===== src/rtl/studio2_keypad_if.sv =====
// Studio II keypad bundle: PS/2 event in, CPU keypad select in,
// EF scan flags and raw pad masks out.
interface studio2_keypad_if;
  logic [10:0] ps2_key;
  logic        swap;
  logic [3:0]  key_sel;
  logic        ef3;
  logic        ef4;
  logic [9:0]  keys_a;
  logic [9:0]  keys_b;

  modport master (
    output ps2_key, swap, key_sel,
    input  ef3, ef4, keys_a, keys_b
  );

  modport slave (
    input  ps2_key, swap, key_sel,
    output ef3, ef4, keys_a, keys_b
  );
endinterface


===== src/rtl/studio2_keypad.sv =====
// PS/2 key events to the two 10-key Studio II pads, with a per-key
// minimum hold so short taps survive the CPU scan loop.
module studio2_keypad #(
  parameter int HOLD_CYCLES = 500000
) (
  input logic             clk,
  input logic             reset_n,
  studio2_keypad_if.slave kp
);

  localparam int CW = $clog2(HOLD_CYCLES + 1);
  localparam logic [CW-1:0] HOLD = CW'(HOLD_CYCLES);

  logic          tgl_q;
  logic          primed;
  logic          ev;
  logic          press;
  logic [7:0]    code;
  logic [9:0]    hit_a;
  logic [9:0]    hit_b;
  logic [19:0]   hit;
  logic [19:0]   down;
  logic [CW-1:0] cnt [20];
  logic [19:0]   active;
  logic [9:0]    keys_a_q;
  logic [9:0]    keys_b_q;
  logic          ef3_q;
  logic          ef4_q;
  logic [15:0]   sel_3;
  logic [15:0]   sel_4;

  assign code  = kp.ps2_key[7:0];
  assign press = kp.ps2_key[9];
  assign ev    = primed && (kp.ps2_key[10] != tgl_q);
  assign hit   = {hit_b, hit_a};

  // Scancode to pad slot; extended and unmapped codes hit nothing
  always_comb begin
    hit_a = '0;
    hit_b = '0;
    if (!kp.ps2_key[8]) begin
      unique case (code)
        8'h45: hit_a[0] = 1'b1;
        8'h16: hit_a[1] = 1'b1;
        8'h1E: hit_a[2] = 1'b1;
        8'h26: hit_a[3] = 1'b1;
        8'h25: hit_a[4] = 1'b1;
        8'h2E: hit_a[5] = 1'b1;
        8'h36: hit_a[6] = 1'b1;
        8'h3D: hit_a[7] = 1'b1;
        8'h3E: hit_a[8] = 1'b1;
        8'h46: hit_a[9] = 1'b1;
        8'h70: hit_b[0] = 1'b1;
        8'h69: hit_b[1] = 1'b1;
        8'h72: hit_b[2] = 1'b1;
        8'h7A: hit_b[3] = 1'b1;
        8'h6B: hit_b[4] = 1'b1;
        8'h73: hit_b[5] = 1'b1;
        8'h74: hit_b[6] = 1'b1;
        8'h6C: hit_b[7] = 1'b1;
        8'h75: hit_b[8] = 1'b1;
        8'h7D: hit_b[9] = 1'b1;
        default: ;
      endcase
    end
  end

  // Toggle tracking; first clock after reset only samples the level
  always_ff @(posedge clk or negedge reset_n) begin
    if (!reset_n) begin
      tgl_q  <= 1'b0;
      primed <= 1'b0;
    end else begin
      tgl_q  <= kp.ps2_key[10];
      primed <= 1'b1;
    end
  end

  // Per-key down bit and saturating hold counter
  always_ff @(posedge clk or negedge reset_n) begin
    if (!reset_n) begin
      down <= '0;
      for (int i = 0; i < 20; i++) cnt[i] <= '0;
    end else begin
      for (int i = 0; i < 20; i++) begin
        if (ev && hit[i] && press) begin
          down[i] <= 1'b1;
          cnt[i]  <= HOLD;
        end else begin
          if (ev && hit[i]) down[i] <= 1'b0;
          if (cnt[i] != '0) cnt[i] <= cnt[i] - CW'(1);
        end
      end
    end
  end

  // A key reads active while held or while its hold is running
  always_comb begin
    active = '0;
    for (int i = 0; i < 20; i++) active[i] = down[i] | (cnt[i] != '0);
  end

  assign sel_3 = kp.swap ? {6'b0, keys_b_q} : {6'b0, keys_a_q};
  assign sel_4 = kp.swap ? {6'b0, keys_a_q} : {6'b0, keys_b_q};

  // Registered masks, then the CPU-selected scan flags
  always_ff @(posedge clk or negedge reset_n) begin
    if (!reset_n) begin
      keys_a_q <= '0;
      keys_b_q <= '0;
      ef3_q    <= 1'b0;
      ef4_q    <= 1'b0;
    end else begin
      keys_a_q <= active[9:0];
      keys_b_q <= active[19:10];
      ef3_q    <= (kp.key_sel < 4'd10) && sel_3[kp.key_sel];
      ef4_q    <= (kp.key_sel < 4'd10) && sel_4[kp.key_sel];
    end
  end

  assign kp.keys_a = keys_a_q;
  assign kp.keys_b = keys_b_q;
  assign kp.ef3    = ef3_q;
  assign kp.ef4    = ef4_q;

endmodule


===== src/flat_wrapper.sv =====
// flat-port wrapper written by rule: the top's interface ports become plain ports
module studio2_keypad_flat 
#(
  parameter int HOLD_CYCLES = 500000
)
  (clk, reset_n, kp_ps2_key, kp_swap, kp_key_sel, kp_ef3, kp_ef4, kp_keys_a, kp_keys_b);
  studio2_keypad_if kp_i ();
  input logic clk;
  input logic reset_n;
  input wire logic [$bits(kp_i.ps2_key)-1:0] kp_ps2_key;
  input wire logic [$bits(kp_i.swap)-1:0] kp_swap;
  input wire logic [$bits(kp_i.key_sel)-1:0] kp_key_sel;
  output wire logic [$bits(kp_i.ef3)-1:0] kp_ef3;
  output wire logic [$bits(kp_i.ef4)-1:0] kp_ef4;
  output wire logic [$bits(kp_i.keys_a)-1:0] kp_keys_a;
  output wire logic [$bits(kp_i.keys_b)-1:0] kp_keys_b;
  assign kp_i.ps2_key = kp_ps2_key;
  assign kp_i.swap = kp_swap;
  assign kp_i.key_sel = kp_key_sel;
  assign kp_ef3 = kp_i.ef3;
  assign kp_ef4 = kp_i.ef4;
  assign kp_keys_a = kp_i.keys_a;
  assign kp_keys_b = kp_i.keys_b;
  studio2_keypad #(.HOLD_CYCLES(HOLD_CYCLES)) u_core (.clk(clk), .reset_n(reset_n), .kp(kp_i));
endmodule

===== config.mk =====
export PLATFORM = sky130hd
export DESIGN_NAME = studio2_keypad_flat
export DESIGN_NICKNAME = d
export VERILOG_FILES = /design/src/rtl/studio2_keypad_if.sv /design/src/rtl/studio2_keypad.sv /design/src/flat_wrapper.sv
export SDC_FILE = /design/constraint.sdc
export NUM_CORES = 1
export LEC_CHECK = 0
export ABC_AREA = 1
export CORE_ASPECT_RATIO = 0.9
export CORE_MARGIN = 2
export CORE_UTILIZATION = 51
export DETAILED_ROUTE_END_ITERATION = 10
export PLACE_DENSITY = 0.77
export RECOVER_POWER = 100
export SLEW_MARGIN = 5
export SYNTH_ARGS = -nofsm -noshare
export SYNTH_HDL_FRONTEND = slang
export SYNTH_SLANG_ARGS = --single-unit

===== constraint.sdc =====
create_clock -name clk -period 2.2 [get_ports clk]
set_input_delay 0.33 -clock clk [delete_from_list [all_inputs] [get_ports clk]]
set_output_delay 0.33 -clock clk [all_outputs]
set_load 0.1 [all_outputs]

After elaboration in Yosys (flattened, before gate mapping)
Index checks and enable logic that the tools add are counted.
{ "word_totals": {"ff_bits": 424, "inputBits": 18} }
{ "op_classes": {"n_mux": 108, "bitwise_logic": 20, "addsub": 20, "reduce_logical": 103, "n_eq_ne": 21, "magnitude_cmp": 2} }
{ "op_table": {"columns": ["op", "count"], "rows": [
  ["19-bit two-way mux", 40],
  ["19-bit nonzero test", 20],
  ["19-bit by 1-bit subtractor with 19-bit output (second input constant)", 20],
  ["8-bit by 7-bit equality test with 1-bit output (second input constant)", 12],
  ["2-bit nonzero test", 40],
  ["1-bit two-way mux", 62],
  ["8-bit by 6-bit equality test with 1-bit output (second input constant)", 6],
  ["1-bit logical AND", 43],
  ["10-bit two-way mux", 4],
  ["1-bit bitwise OR", 20],
  ["8-bit by 5-bit equality test with 1-bit output (second input constant)", 2],
  ["1-bit binary-select mux with 4-bit select", 2],
  ["4-bit by 5-bit less-than comparator with 1-bit output (second input constant)", 1],
  ["4-bit less-than comparator (second input constant)", 1],
  ["1-bit inequality test", 1]
]} }

Depth between registers and ports, before layout
Gate-level depths: netlist (run 1).
{ "depth": {"ltp_word": 6, "ltp_mapped": 11, "depth_no_buf": 10} }

Worst setup path after synthesis (run 1)
Ideal clock, no wire load.
{ "synth_timing": {"kind": "register to register", "from": "register u_core.cnt[228] (netlist name)", "to": "register u_core.cnt[229] (netlist name)", "slack_ns": 0.471, "t_required_ns": 2.082, "arrival_ns": 1.611, "setup_time_ns": 0.118, "n_path_buf": 2, "synth_period_minus_slack_ns": 1.729, "path_stages_with_launch": 10, "path_cell_list": "dfrtp_1 clkinv_1 ha_1 clkbuf_1 nand2_1 nor2_1 nand3b_1 buf_2 nand3b_1 nand2_1"} }
{ "synth_via": {"elab_chain_len": 3, "elab_cells_between_ends": 5, "classes_between": "add/sub: 1; mux: 2; reduce/logical: 2"} }
{ "synth_lines": {"columns": ["element", "line_no", "text"], "rows": [
  ["from (decl)", "studio2_keypad.sv:23", "logic [CW-1:0] cnt [20];"],
  ["from (signal, indexed assignment)", "studio2_keypad.sv:88", "cnt[i] <= HOLD;"],
  ["19-bit by 1-bit subtractor with 19-bit output", "studio2_keypad.sv:91", "if (cnt[i] != '0) cnt[i] <= cnt[i] - CW'(1);"],
  ["19-bit two-way mux", "studio2_keypad.sv:91", null],
  ["19-bit two-way mux", "studio2_keypad.sv:86", "if (ev && hit[i] && press) begin"]
]} }
Several ways; a longest one is shown, not always the timed one. The select of a mux whose other input is x is not followed.
A chain may end at the register's enable or synchronous reset.

Worst setup path after layout (run 1)
{ "layout_timing": {"from": "input kp_ps2_key[10]", "to": "register u_core.cnt[87] (netlist name)"} }
{ "layout_via": {"elab_chain_len": 5, "elab_cells_between_ends": 6, "classes_between": "eq/ne: 1; mux: 1; reduce/logical: 4"} }
{ "layout_lines": {"columns": ["element", "line_no", "text"], "rows": [
  ["from (decl)", "flat_wrapper.sv:10", "input wire logic [$bits(kp_i.ps2_key)-1:0] kp_ps2_key;"],
  ["1-bit inequality test *", "studio2_keypad.sv:34", "assign ev = primed && (kp.ps2_key[10] != tgl_q);"],
  ["1-bit logical AND *", "studio2_keypad.sv:34", null],
  ["1-bit logical AND * (2 in a row)", "studio2_keypad.sv:86", null],
  ["19-bit two-way mux / 2-bit nonzero test (equally long branches)", null, null]
]} }
Mark *: on every way between the ends. The rest lies on a longest branch, timed or not.

==> impl_metrics.yaml, run 1 <==
outcome:
  status: "completed"
place:
  pre_cts_ws_ns: -0.0623
  gp_congestion: 0.937
  place_area_mm2: 0.0270
  numPortBuffers: 39
  dpl.hpwl_um: 43300
  placed_cells: 4265
setup_path:
  regToRegStartpoint: "u_core.tgl_q$_DFF_PN0_"
  crit_required_ns: 2.66
  startpoint: "kp_ps2_key[10]"
  cp-endpoint: "u_core.cnt[87]$_DFFE_PN0P_"
  r2r_cells: 10
  cp.arrival_ns: 2.54
  critPathMaxFanout: 20
  ff2ff_setup_slack_ns: 0.15
  crit_type: "primary input to register"
  critPathCaptureType: "register"
  worst_setup_path_start_kind: "primary input"
  r2r-end: "u_core.cnt[87]$_DFFE_PN0P_"
grt:
  grt_pass1_wl_um: 101000
  grt_max_degree: 98
  grt_use_total_pct: 23.9
  grt_overflow: 0
  grtUsageMet1_pct: 32.9
  grt_pass1_vias: 21500
  met3_usage_pct: 4.05
  top_usage_layer: "met2"
  grt_antenna_before_repair: 4
  use_met2_pct: 38.4
timing:
  clock_skew_ns: 0.0113
  hold_viol_final: 0
  slew_headroom_pct: 41.6
  tns_ns: 0
  fmax_mhz: 481
  maxSlewViolCount: 0
  min_period_ns: 2.08
  worstMarginPinSlew_ns: 0.876
  layout_setup_ws_ns: 0.123
  setup_viol: 0
  hold_slack_ns: 0.352
  rsz0062_at_grt: "false"
  finalCritPeriodShare_pct: 94.4
yosys:
  synthDistinctLibCells: 37
  synth_seq_area_share_pct: 42.7
  synth_edf_count: 0
  syn_inst: 3498
  ys_ff_latch: 424
  synthArstFlopShare_pct: 100
  syn_area_mm2: 0.0248
  syn-num-nets: 3536
  yosys_warnings: 0
  synth_area_per_cell_um2: 7.10
  ys.flop_type: "dfrtp_1"
floorplanning:
  fp.dieW_um: 237
  rows: 76
  die_area_mm2: 0.0505
  pin_count: 40
  core_mm2: 0.0479
  start_util_pct: 51.8
  chipHeight_um: 213
cells_and_area:
  fin_cells: 4350
  layout_common_cells: "771 x nand2_1, 595 x nor2_1, 586 x inv_1"
  area_growth_pct: 13.5
  n_fill_cell: 4420
  final_area_mm2: 0.0282
  final_common_cell: "nand2_1"
  fin_nets: 3729
  final_util_pct: 58.8
  drive_gt1_share_pct: 7.47
pwr:
  sequentialPowerShare_pct: 44.3
  p_sw_mw: 8.77
  vdd.ir_drop.worst_mv: 0.710
  clockPowerShare_pct: 31.4
  power_mw: 25.7
  p_sw_share_pct: 34.2
  combPwrFrac_pct: 24.3
  internal-power_mw: 16.9
  power_density_mw_per_mm2: 911
  p_leak_nw: 15.0
clock_tree:
  cts.sinks: 424
  cts_root_buf: "clkbuf_16"
  clk_latency_ns: 0.58
  cts_buffers: 46
  clk_pin_slew_ns: 0.06
  cts_buffer_depth: 3
  cts_tree: "yes"
  h-tree-depth: 2
drt:
  drt-initial-drc-count: 1688
  vias: 22600
  first_pass_iters: 6
  drc: 0
  wire_per_inst_um: 13.4
  routed_wl_um: 58400
  vias_per_cell: 5.20
  ant_nets: 0
hold_path:
  holdPathStages: 3
  min_path_type: "primary input to register"
flow_run:
  cap_violations: 0
## what timing repair did
| item | 4_1_cts | 5_1_grt |
|---|---|---|
| endpoints found under the hold margin | 203 | 0 |
| setup endpoints to repair | 0 | 3 |
| hold buffers | 1 | 0 |
| resized for setup | 0 | 0 |
| buffers inserted | 0 | 1 |
## power by group through the flow
| stage | Clock (mW) | Sequential [mW] | Combinational [mW] |
|---|---|---|---|
| floorplan | 0 | 11.0 | 5.04 |
| global placement | 0 | 11.4 | 6.06 |
| detailed placement | 0 | 11.4 | 6.26 |
| CTS | 8.23 | 11.3 | 6.31 |
| global route | 8.54 | 11.6 | 7.33 |
| finish | 8.05 | 11.4 | 6.24 |
## worst min path at each step
stage	start	end	slack, ns
finish	kp_ps2_key[9]	u_core.down[12]$_DFFE_PN0P_	0.35
global route	kp_ps2_key[9]	u_core.cnt[113]$_DFFE_PN0P_	0.35
CTS	reset_n	u_core.cnt[237]$_DFFE_PN0P_	0.20
detailed placement	reset_n	u_core.cnt[243]$_DFFE_PN0P_	0.24
global placement	reset_n	u_core.cnt[239]$_DFFE_PN0P_	0.24
floorplan	reset_n	u_core.cnt[0]$_DFFE_PN0P_	0.03
## routing by layer
metal | vias to the layer above | wire length, um
li1 | 11500 | -
met1 | 10500 | 27600
met2 | 522 | 25800
met3 | 105 | 3210
met4 | 4 | 1750
met5 | - | 27
## synthesized netlist by cell type (3+ instances only)
master	number	share of area, %
a21oi_1	19	0.38
buf_2	23	0.46
o21ai_1	4	0.081
nand4_2	19	0.96
dfrtp_1	424	43
or2_2	12	0.30
buf_6	4	0.18
o21ai_0	113	2.3
nand2_1	770	12
ha_1	20	1.0
nor2_4	7	0.32
o31ai_1	3	0.091
nor3_2	5	0.20
and2_1	4	0.10
inv_2	6	0.091
buf_4	5	0.15
nor3_1	30	0.60
nor2_1	587	8.9
o211ai_1	5	0.15
nand3b_1	42	1.3
inv_1	586	8.9
nor2_2	17	0.43
xor2_1	63	2.2
nand2_2	5	0.13
nand3_1	484	9.8
a21o_1	7	0.21
xnor2_1	63	2.2
nand4_1	141	3.6
nand3_2	6	0.24
clkbuf_1	13	0.20
## critical path: stages
cell and delay (ns):
dlygate4sd3_1 0.63, nand2_1 0.12, nand2_1 0.09, nor2_4 0.20, clkbuf_1 0.25, nand2_1 0.08
nor2_1 0.17, nand2_1 0.07, clkbuf_2 0.32, nand3b_1 0.20, nor2_1 0.06
## kinds of logic after synthesis
group                    after synthesis  share of synthesized area, %
adder cells (fa/ha/maj)               20                          1.01
AND/OR/NAND/NOR                     2131                          38.4
flip-flops                           424                          42.7
AO/OA/AOI/OAI                        156                          3.35
other                                  1                        0.0151
buffers and inverters                640                          9.99
XOR/XNOR                             126                          4.45
## registers in the layout, summed over array words and instances (netlist names)
signal / count
u_core.cnt: 380
u_core.down: 20
u_core.kp.ef3: 1
u_core.kp.ef4: 1
u_core.kp.keys_a: 10
u_core.kp.keys_b: 10
u_core.primed: 1
u_core.tgl_q: 1
## area by class of cell
type                    instances  area (um^2)  share of cell area [%]
diodes                          2         5.00                  0.0178
clock buffers                  63         1380                    4.89
clock inverters                18          208                   0.737
inverters                     593         2230                    7.90
multi-input cells            2434        11600                    41.3
flip-flops and latches        424        10600                    37.7
well taps                     624          781                    2.77
repair buffers                192         1340                    4.75
(Power assumes the default switching activity.)
==> run 2: changes to the inputs <==
--- a/constraint.sdc
+++ b/constraint.sdc
@@ -3,2 +3,2 @@
 set_output_delay 0.33 -clock clk [all_outputs]
-set_load 0.1 [all_outputs]
+set_load 0.05 [all_outputs]
==> run 2 against run 1 <==
  * Register-to-register slack hardly changed
  * Via count is 0.49% lower
  * Final area is 1.0% higher
  * Hold slack better by 0.019 ns
  * Sequential share of layout area is 0.39 points lower
  * Clock power is 11% higher
  * Non-clock buffer count is 4 lower
  * Core utilization is 0.62 points higher
==> impl_metrics.yaml, run 2 (synthesis gave the netlist of run 1 again) <==
clock_tree:
  h-tree-depth: 2
  clk_latency_ns: 0.59
  cts_root_buf: "clkbuf_16"
  clk_pin_slew_ns: 0.06
  cts.sinks: 424
  cts_buffers: 47
  cts_tree: "yes"
  cts_buffer_depth: 3
timing:
  clock_skew_ns: 0.0136
  finalCritPeriodShare_pct: 98.9
  min_period_ns: 2.18
  worstMarginPinSlew_ns: 1.27
  layout_setup_ws_ns: 0.0234
  fmax_mhz: 459
  hold_viol_final: 0
  slew_headroom_pct: 15.2
  setup_viol: 0
  maxSlewViolCount: 0
cells_and_area:
  reg_top3: "u_core.cnt: 380 flops, u_core.down: 20 flops"
  final_util_pct: 59.4
  largest-register: "u_core.cnt"
  drive_gt1_share_pct: 7.06
  largest_reg_flops: 380
  fin_nets: 3726
  layout_common_cells: "771 x nand2_1, 596 x nor2_1, 587 x inv_1"
  final_area_mm2: 0.0285
  area_growth_pct: 14.7
  final_common_cell: "nand2_1"
floorplanning:
  pin_count: 40
  die_area_mm2: 0.0505
  start_util_pct: 51.8
  chipHeight_um: 213
  rows: 76
  fp.dieW_um: 237
  core_mm2: 0.0479
setup_path:
  worst_setup_path_start_kind: "register"
  critPathSlowestCell: "clkdlybuf4s50_1"
  crit_required_ns: 1.87
  critPathMaxStageDelay_ns: 0.87
  regToRegStartpoint: "u_core.cnt[133]$_DFFE_PN0P_"
  crit_buf_inv: 1
  critPathMaxFanout: 2
  path_delay_family: "buffers and inverters"
  crit_type: "register to output pin"
  path_cells: "clkdlybuf4s50_1"
  ff2ff_setup_slack_ns: 0.16
  r2r-end: "u_core.kp.keys_b[2]$_DFF_PN0_"
  r2r_cells: 6
  critPathCaptureType: "output pin"
  cp.arrival_ns: 1.85
grt:
  grt_overflow: 0
  grt_pass1_wl_um: 100000
  grt_pass1_vias: 21400
  grt_use_total_pct: 23.8
  grt_antenna_before_repair: 3
  grt_max_degree: 69
drt:
  drc: 0
  ant_nets: 0
  vias: 22500
  routed_wl_um: 58300
  vias_per_cell: 5.17
  wire_per_inst_um: 13.4
  first_pass_iters: 5
  drt-initial-drc-count: 1809
place:
  gp_congestion: 0.926
  numPortBuffers: 39
  pre_cts_ws_ns: -0.0639
  dpl.hpwl_um: 43100
  place_area_mm2: 0.0270
flow_run:
  cap_violations: 0
hold_path:
  holdPathStages: 3
  min_path_type: "primary input to register"
  hold_start: "kp_ps2_key[9]"
  min_to: "u_core.cnt[113]$_DFFE_PN0P_"
pwr:
  p_leak_nw: 15.1
  vdd.ir_drop.worst_mv: 0.800
  power_density_mw_per_mm2: 931
  power_mw: 26.5
outcome:
  status: "completed"
==> run 2: cell count changes in the layout (fill, tap and decap cells not counted), moves of 3 or more <==
cell,before,now
clkbuf_2,39,14
nor2_4,5,2
clkdlybuf4s50_1,12,22
clkinv_2,8,11
bufinv_16,4,10
dlygate4sd2_1,0,9
clkbuf_4,2,5
clkbuf_1,35,29
==> run 2: worst reg2reg max path: cells and delay by family, from the launching register on <==
kind / cells / cell delay [ns]
flops: 1 / 0.42
buf+inv: 1 / 0.14
fa+ha+maj: 1 / 0.19
simple gates: 4 / 1.15
==> run 2: repair_timing <==
action	CTS	global route
hold buffers	1	0
pin swaps	0	1
setup buffers	0	2
gates cloned	0	0
hold endpoints to repair	39	0
gates resized for setup	9	1
setup endpoints to repair	9	11
==> run 2: how the worst max path moves through the flow <==
stage	from	to	slack [ns]	cells past startpoint
4_1_cts	u_core.kp.keys_a[9]$_DFF_PN0_	kp_keys_a[9]	0.005	1
3_3_place_gp	kp_ps2_key[10]	u_core.cnt[281]$_DFFE_PN0P_	-0.01	8
2_1_floorplan	u_core.cnt[228]$_DFFE_PN0P_	u_core.cnt[229]$_DFFE_PN0P_	0.47	9
5_1_grt	u_core.kp.keys_b[0]$_DFF_PN0_	kp_keys_b[0]	-0.0002	1
3_5_place_dp	kp_ps2_key[10]	u_core.cnt[279]$_DFFE_PN0P_	-0.06	8
6_report	u_core.kp.keys_b[0]$_DFF_PN0_	kp_keys_b[0]	0.02	1
==> run 2: power by group <==
| group | switching [mW] | leakage, nW | internal (mW) |
|---|---|---|---|
| clock | 3.28 | 0.882 | 5.63 |
| sequential | 1.76 | 4.73 | 9.58 |
| combinational | 3.76 | 9.45 | 2.49 |
| total | 8.80 | 15.1 | 17.7 |
==> run 2: stage by stage <==
stage	hold slack [ns]	cells	setup TNS (ns)
global placement	0.256	4260	-0.0291
detailed placement	0.259	4260	-1.41
floorplan	0.0344	3498	0
global route	0.401	4351	-0.000201
CTS	0.222	4348	0
finish	0.372	4352	0
==> run 2: layer usage <==
metal  wire length [um]  track usage, %
met1              27600            33.3
met2              25600            37.7
met3               3340            3.67
met4               1680            8.18
met5                 32               0
==> run 2: final cells by class <==
cell class / count / area (um^2)
Antenna cell: 2 / 5.00
Clock buffer: 62 / 1400
Clock inverter: 25 / 389
Fill cell: 4349 / 19500
Inverter: 593 / 2230
Multi-Input combinational cell: 2434 / 11600
Sequential cell: 424 / 10600
Tap cell: 624 / 781
Timing Repair Buffer: 188 / 1450
==> run 3: changes to the inputs <==
Settings changed: SKIP_LAST_GASP set to 1.
==> results of run 3 <==
The final DEF is identical to that of run 2; final timing and power are the same.
